==> config.mk <==
export PLATFORM = sky130hd
export DESIGN_NAME = bin32_to_bcd8
export DESIGN_NICKNAME = d
export VERILOG_FILES = /design/src/rtl/bin32_to_bcd8.sv
export SDC_FILE = /design/constraint.sdc
export NUM_CORES = 1
export LEC_CHECK = 0
export BUFFER_PORTS_ARGS = -buffer_cell sky130_fd_sc_hd__buf_2
export CAP_MARGIN = 25
export CORE_MARGIN = 8
export CORE_UTILIZATION = 52
export CTS_BUF_LIST = sky130_fd_sc_hd__clkbuf_4 sky130_fd_sc_hd__clkbuf_8 sky130_fd_sc_hd__clkbuf_16
export CTS_CLUSTER_SIZE = 16
export DETAILED_ROUTE_END_ITERATION = 6
export PLACE_DENSITY = 0.87
export SLEW_MARGIN = 10
export SYNTH_ARGS = -nofsm -noshare
export SYNTH_HDL_FRONTEND = slang
export SYNTH_SLANG_ARGS = --single-unit
==> constraint.sdc <==
create_clock -name cp -period 1.5 [get_ports cp]
set_clock_uncertainty 0.05 [all_clocks]
set_input_delay 0.075 -clock cp [delete_from_list [all_inputs] [get_ports cp]]
set_output_delay 0.075 -clock cp [all_outputs]
set_load 0.03 [all_outputs]
==> src/rtl/bin32_to_bcd8.sv <==
// bin32_to_bcd8 - sequential binary-to-BCD converter (double dabble).
//
// Converts an unsigned IN_W-bit value to its lowest DIGITS decimal digits,
// one input bit per clock, behind a start/done handshake. Digit k of the
// result sits in TARGET_OUT[4k+3:4k].
//
// Ports:
//   cp          system clock, rising edge
//   rst_n       asynchronous active-low reset
//   start       conversion request, honoured only while idle
//   SOURCE_IN   binary value, captured on the accepted start edge
//   TARGET_OUT  packed BCD result, held until the next conversion completes
//   busy        high while a conversion is in flight
//   done        one-cycle pulse when TARGET_OUT has just been updated
//   ovf         last value had non-zero decimal digits above DIGITS
//
// State table:
//   state    | meaning
//   S_IDLE   | waiting for start
//   S_SHIFT  | one add-3/shift iteration per clock, IN_W iterations
//   S_FINISH | publish result and ovf, pulse done
module bin32_to_bcd8 #(
  parameter int IN_W   = 32,
  parameter int DIGITS = 8
) (
  input  logic                  cp,
  input  logic                  rst_n,
  input  logic                  start,
  input  logic [IN_W-1:0]       SOURCE_IN,
  output logic [4*DIGITS-1:0]   TARGET_OUT,
  output logic                  busy,
  output logic                  done,
  output logic                  ovf
);

  // 10 digits cover the full 32-bit range (max 4294967295).
  localparam int ACC_D = 10;
  localparam int ACC_W = 4 * ACC_D;
  localparam int CNT_W = $clog2(IN_W);

  typedef enum logic [1:0] {
    S_IDLE   = 2'd0,
    S_SHIFT  = 2'd1,
    S_FINISH = 2'd2
  } state_t;

  state_t             r_state;
  state_t             w_next_state;
  logic [IN_W-1:0]    r_sreg;
  logic [ACC_W-1:0]   r_acc;
  logic [CNT_W-1:0]   r_cnt;
  logic [ACC_W-1:0]   w_acc_adj;
  logic [ACC_W-1:0]   w_acc_nxt;
  logic               w_cnt_tc;
  logic               w_load;
  logic               w_shift;
  logic               w_finish;

  // Iteration timer: loaded with IN_W-1, the shift taken at zero is the last.
  assign w_cnt_tc = (r_cnt == '0);

  // State register
  always_ff @(posedge cp or negedge rst_n) begin
    if (!rst_n) r_state <= S_IDLE;
    else        r_state <= w_next_state;
  end

  // Next-state logic
  always_comb begin
    w_next_state = r_state;
    case (r_state)
      S_IDLE:   if (start)    w_next_state = S_SHIFT;
      S_SHIFT:  if (w_cnt_tc) w_next_state = S_FINISH;
      S_FINISH: w_next_state = S_IDLE;
      default:  w_next_state = S_IDLE;
    endcase
  end

  // Output/control decode
  always_comb begin
    w_load   = 1'b0;
    w_shift  = 1'b0;
    w_finish = 1'b0;
    case (r_state)
      S_IDLE:   w_load   = start;
      S_SHIFT:  w_shift  = 1'b1;
      S_FINISH: w_finish = 1'b1;
      default:  ;
    endcase
  end

  // Add 3 to every digit >= 5 so the following doubling carries correctly.
  always_comb begin
    w_acc_adj = r_acc;
    for (int i = 0; i < ACC_D; i++) begin
      if (r_acc[4*i +: 4] >= 4'd5)
        w_acc_adj[4*i +: 4] = r_acc[4*i +: 4] + 4'd3;
    end
  end

  // Accumulator takes the shift-register MSB as its new LSB.
  assign w_acc_nxt = (w_acc_adj << 1) | {{(ACC_W-1){1'b0}}, r_sreg[IN_W-1]};

  // Datapath and registered outputs
  always_ff @(posedge cp or negedge rst_n) begin
    if (!rst_n) begin
      r_sreg     <= '0;
      r_acc      <= '0;
      r_cnt      <= '0;
      TARGET_OUT <= '0;
      busy       <= 1'b0;
      done       <= 1'b0;
      ovf        <= 1'b0;
    end else begin
      busy <= (w_next_state != S_IDLE);
      done <= w_finish;
      if (w_load) begin
        r_sreg <= SOURCE_IN;
        r_acc  <= '0;
        r_cnt  <= CNT_W'(IN_W - 1);
      end else if (w_shift) begin
        r_sreg <= r_sreg << 1;
        r_acc  <= w_acc_nxt;
        if (!w_cnt_tc) r_cnt <= r_cnt - 1'b1;
      end
      if (w_finish) begin
        TARGET_OUT <= r_acc[4*DIGITS-1:0];
        ovf        <= |r_acc[ACC_W-1:4*DIGITS];
      end
    end
  end

endmodule

==> reports/metrics.yaml <==
fmax_mhz: 638.9
die_area_um2: 14000
top_level_ports: 70
violations: "setup timing"
clkTransAtPathRegs_ns: 0.06
worstPathArrival_ns: 1.95
post-route-min-period_ns: 1.565
synthesis.nets: 586
combPwrFrac: 0.419
gp_congestion: 0.8360
drt-initial-drc-count: 526
root_buffer: "clkbuf_8"
p_leak_nw: 3.417
grt_start_max_net_pins: 43
ant_nets: 0
cts_tree: "done"
start_util: 0.5323
clockPowerShare: 0.263
drive_above_1_share: 0.2730
tightest_slew_ns: 0.7501
grt_pass1_vias: 4894
power.total_mw: 15.89
cap_viol_max_count: 0
core-area_um2: 10230
endpoint_kind: "flip-flop"
fin_nets: 720
antenna_found_initial: 0
diodes: 0
numClockSinks: 114
grt-ovfl-total: 0
internal_power_mw: 9.962
clockBufferDepth: 2
status: "complete, but fails checks"
yosysSeqAreaShare: 0.5238
finalSetupViolations: 1
dp_hpwl_um: 8471
power_density_nw_per_um2: 2147
num_vias: 4805
io_buffers: 69
netlist_area_um2: 5446
drc: 0
synth_top_cell_area_share: 0.5238
synthCells: 528
synth.area.top_cells: "dfrtp_1 52%, o21ai_0 6.2%, nand2_1 5.9%, ha_1 5.3%, a22oi_1 4.3%"
yosys.area.top_type: "dfrtp_1"
worst_slack_ns: -0.06525
grtUsageTotal: 0.2045
hold_viol: 0
slew_violations: 0
drt_wl_total_um: 15370
vdd_drop_max_uv: 1055
min_path_type: "in -> reg"
final_util: 0.7234
p_seq_frac: 0.318
numCtsBuffers: 17
die_x_um: 118.3
critical_path.max_fanout: 29
dr.pass1.iters: 7
critPathKind: "reg -> reg"
synth-seq-cells: 114
place_ws_ns: -0.1333
p_switching_mw: 5.925
post_drt_wl_per_cell_um: 18.97
clkLatencyLatePin_ns: 0.52
fin_area_um2: 7401
ys.warnings.count: 0
grt_pass1_wl_um: 23630
rsz0062_at_grt: "yes"
area_growth_pct: 35.88
htreeDepth: 4
vias_per_cell: 5.932
placed_cell_area_um2: 6143
maxSlewHeadroom: 0.4983
finalCritPeriodShare: 1.043
crit_required_ns: 1.88
yosysUniqueCellTypes: 37
start_kind: "flip-flop"
die_y_um: 118.3
rows: 37
syn_avg_cell_area_um2: 10.32
swShare: 0.3729
-- cell type report --
cell class	count	area (um^2)
tap	136	170.2
inverter	45	168.9
fill	630	2830
clock buffer	20	449.2
clock inverter	11	160.2
multi-input combinational	336	2420
timing repair buffer	148	1177
sequential	114	2855
-- power groups by stage --
stage                     logic, mW  registers, mW  clock network, mW
after detailed placement       5.42           5.01                  0
final                          6.66           5.06               4.18
after global placement         5.09           4.92                  0
after floorplan                3.66           5.10                  0
after CTS                      5.68           4.99               4.21
after global routing           7.27           5.15               4.35
-- critical path, cell delays in order (launching register included) --
cell and delay (ns):
dfrtp_2 0.46, nand2b_1 0.21, buf_12 0.19, o31ai_1 0.33, a32o_1 0.23
-- layer usage --
| metal | wire (um) | global-route usage | vias up |
|---|---|---|---|
| li1 | - | - | 2185 |
| met1 | 6057 | 0.2327 | 2365 |
| met2 | 7927 | 0.3584 | 220 |
| met3 | 1039 | 0.05426 | 35 |
| met4 | 344 | 0.08247 | 0 |
| met5 | 0 | 0 | - |
-- stage by stage --
step                instances  TNS (ns)  hold slack, ns
floorplan                 528         0         -0.2706
global placement          732         0       -0.008605
detailed placement        732   -0.2207       -0.006861
CTS                       800  -0.01801         0.05940
global route              810   -0.4759         0.09120
finish                    810  -0.06525         0.08911
-- cells by family after synthesis --
kind of cell             after synthesis  synth area share
AO/OA/AOI/OAI                        192            0.2532
flip-flops                           114            0.5238
AND/OR/NAND/NOR                      110           0.08638
buffers and inverters                 78           0.06570
adder cells (fa/ha/maj)               23           0.05284
XOR/XNOR                               9           0.01447
multiplexers                           2          0.003676
-- synthesized netlist by cell type, drive strengths merged --
| library cell | number |
|---|---|
| o221ai | 10 |
| nor3 | 1 |
| or3 | 2 |
| o21ai | 73 |
| o2111ai | 20 |
| a31oi | 1 |
| dfrtp | 114 |
| a22oi | 31 |
| a211o | 1 |
| inv | 45 |
| clkbuf | 13 |
| o21bai | 1 |
| o31ai | 11 |
| nor2b | 11 |
| o41ai | 1 |
| buf | 20 |
| nor4 | 1 |
| nor3b | 1 |
| nand3b | 1 |
| xnor2 | 9 |
| a22o | 1 |
| a21o | 1 |
| and2b | 1 |
| ha | 23 |
| o32ai | 9 |
| mux2i | 2 |
| o21a | 11 |
| o311ai | 11 |
| nand2b | 3 |
| nand2 | 85 |
| a32o | 10 |
| nor2 | 4 |
-- registers in the layout, indices dropped and copies added, names as in the netlist --
| name | flops |
|---|---|
| r_cnt | 5 |
| r_sreg | 32 |
| r_acc | 40 |
| done | 1 |
| ovf | 1 |
| r_state | 2 |
| busy | 1 |
| TARGET_OUT | 32 |
-- cells in the final DEF (no fill, tap or decap), types with 2 or more instances in the layout --
cell type and count:
dfrtp_1 112, nand2_1 85, buf_2 68, o21ai_0 66
inv_1 40, dlygate4sd3_1 36, buf_4 32, a22oi_1 31
o2111ai_1 19, clkbuf_16 17, ha_1 15, o21a_1 10
o221ai_1 10, a32o_1 10, buf_12 10, xnor2_1 9
o31ai_1 9, nor2b_4 7, o21ai_1 7, o311ai_1 6
o32ai_1 6, ha_2 6, inv_2 5, o311ai_2 5
clkinv_2 5, nor2_1 4, bufinv_16 4, nor2b_2 3
o32ai_2 3, clkbuf_8 3, nand2b_1 2, or3_1 2
o31ai_2 2, mux2i_1 2, ha_4 2, clkinvlp_4 2
dfrtp_2 2
-- final timing paths --
kind                       slack, ns  cells past startpoint      startpoint        endpoint
hold reg to reg                 0.42                      2  TARGET_OUT[21]  TARGET_OUT[21]
min in group asynchronous       0.12                      3           rst_n        r_cnt[1]
setup / recovery               -0.07                      4      r_state[1]        r_acc[7]
max in group asynchronous       0.11                      3           rst_n   TARGET_OUT[4]
setup reg to reg               -0.07                      4      r_state[1]        r_acc[7]
hold / removal                  0.09                      4           start            busy
-- repair_timing --
item / in CTS / in global routing
gates resized for setup: 7 / 51
gates cloned: 0 / 1
hold buffers: 36 / 0
endpoints found under the hold margin: 146 / 0
setup buffers: 1 / 9
endpoints found under the setup margin: 12 / 44
pin swaps: 1 / 3
Power figures use the tool's default switching activity.
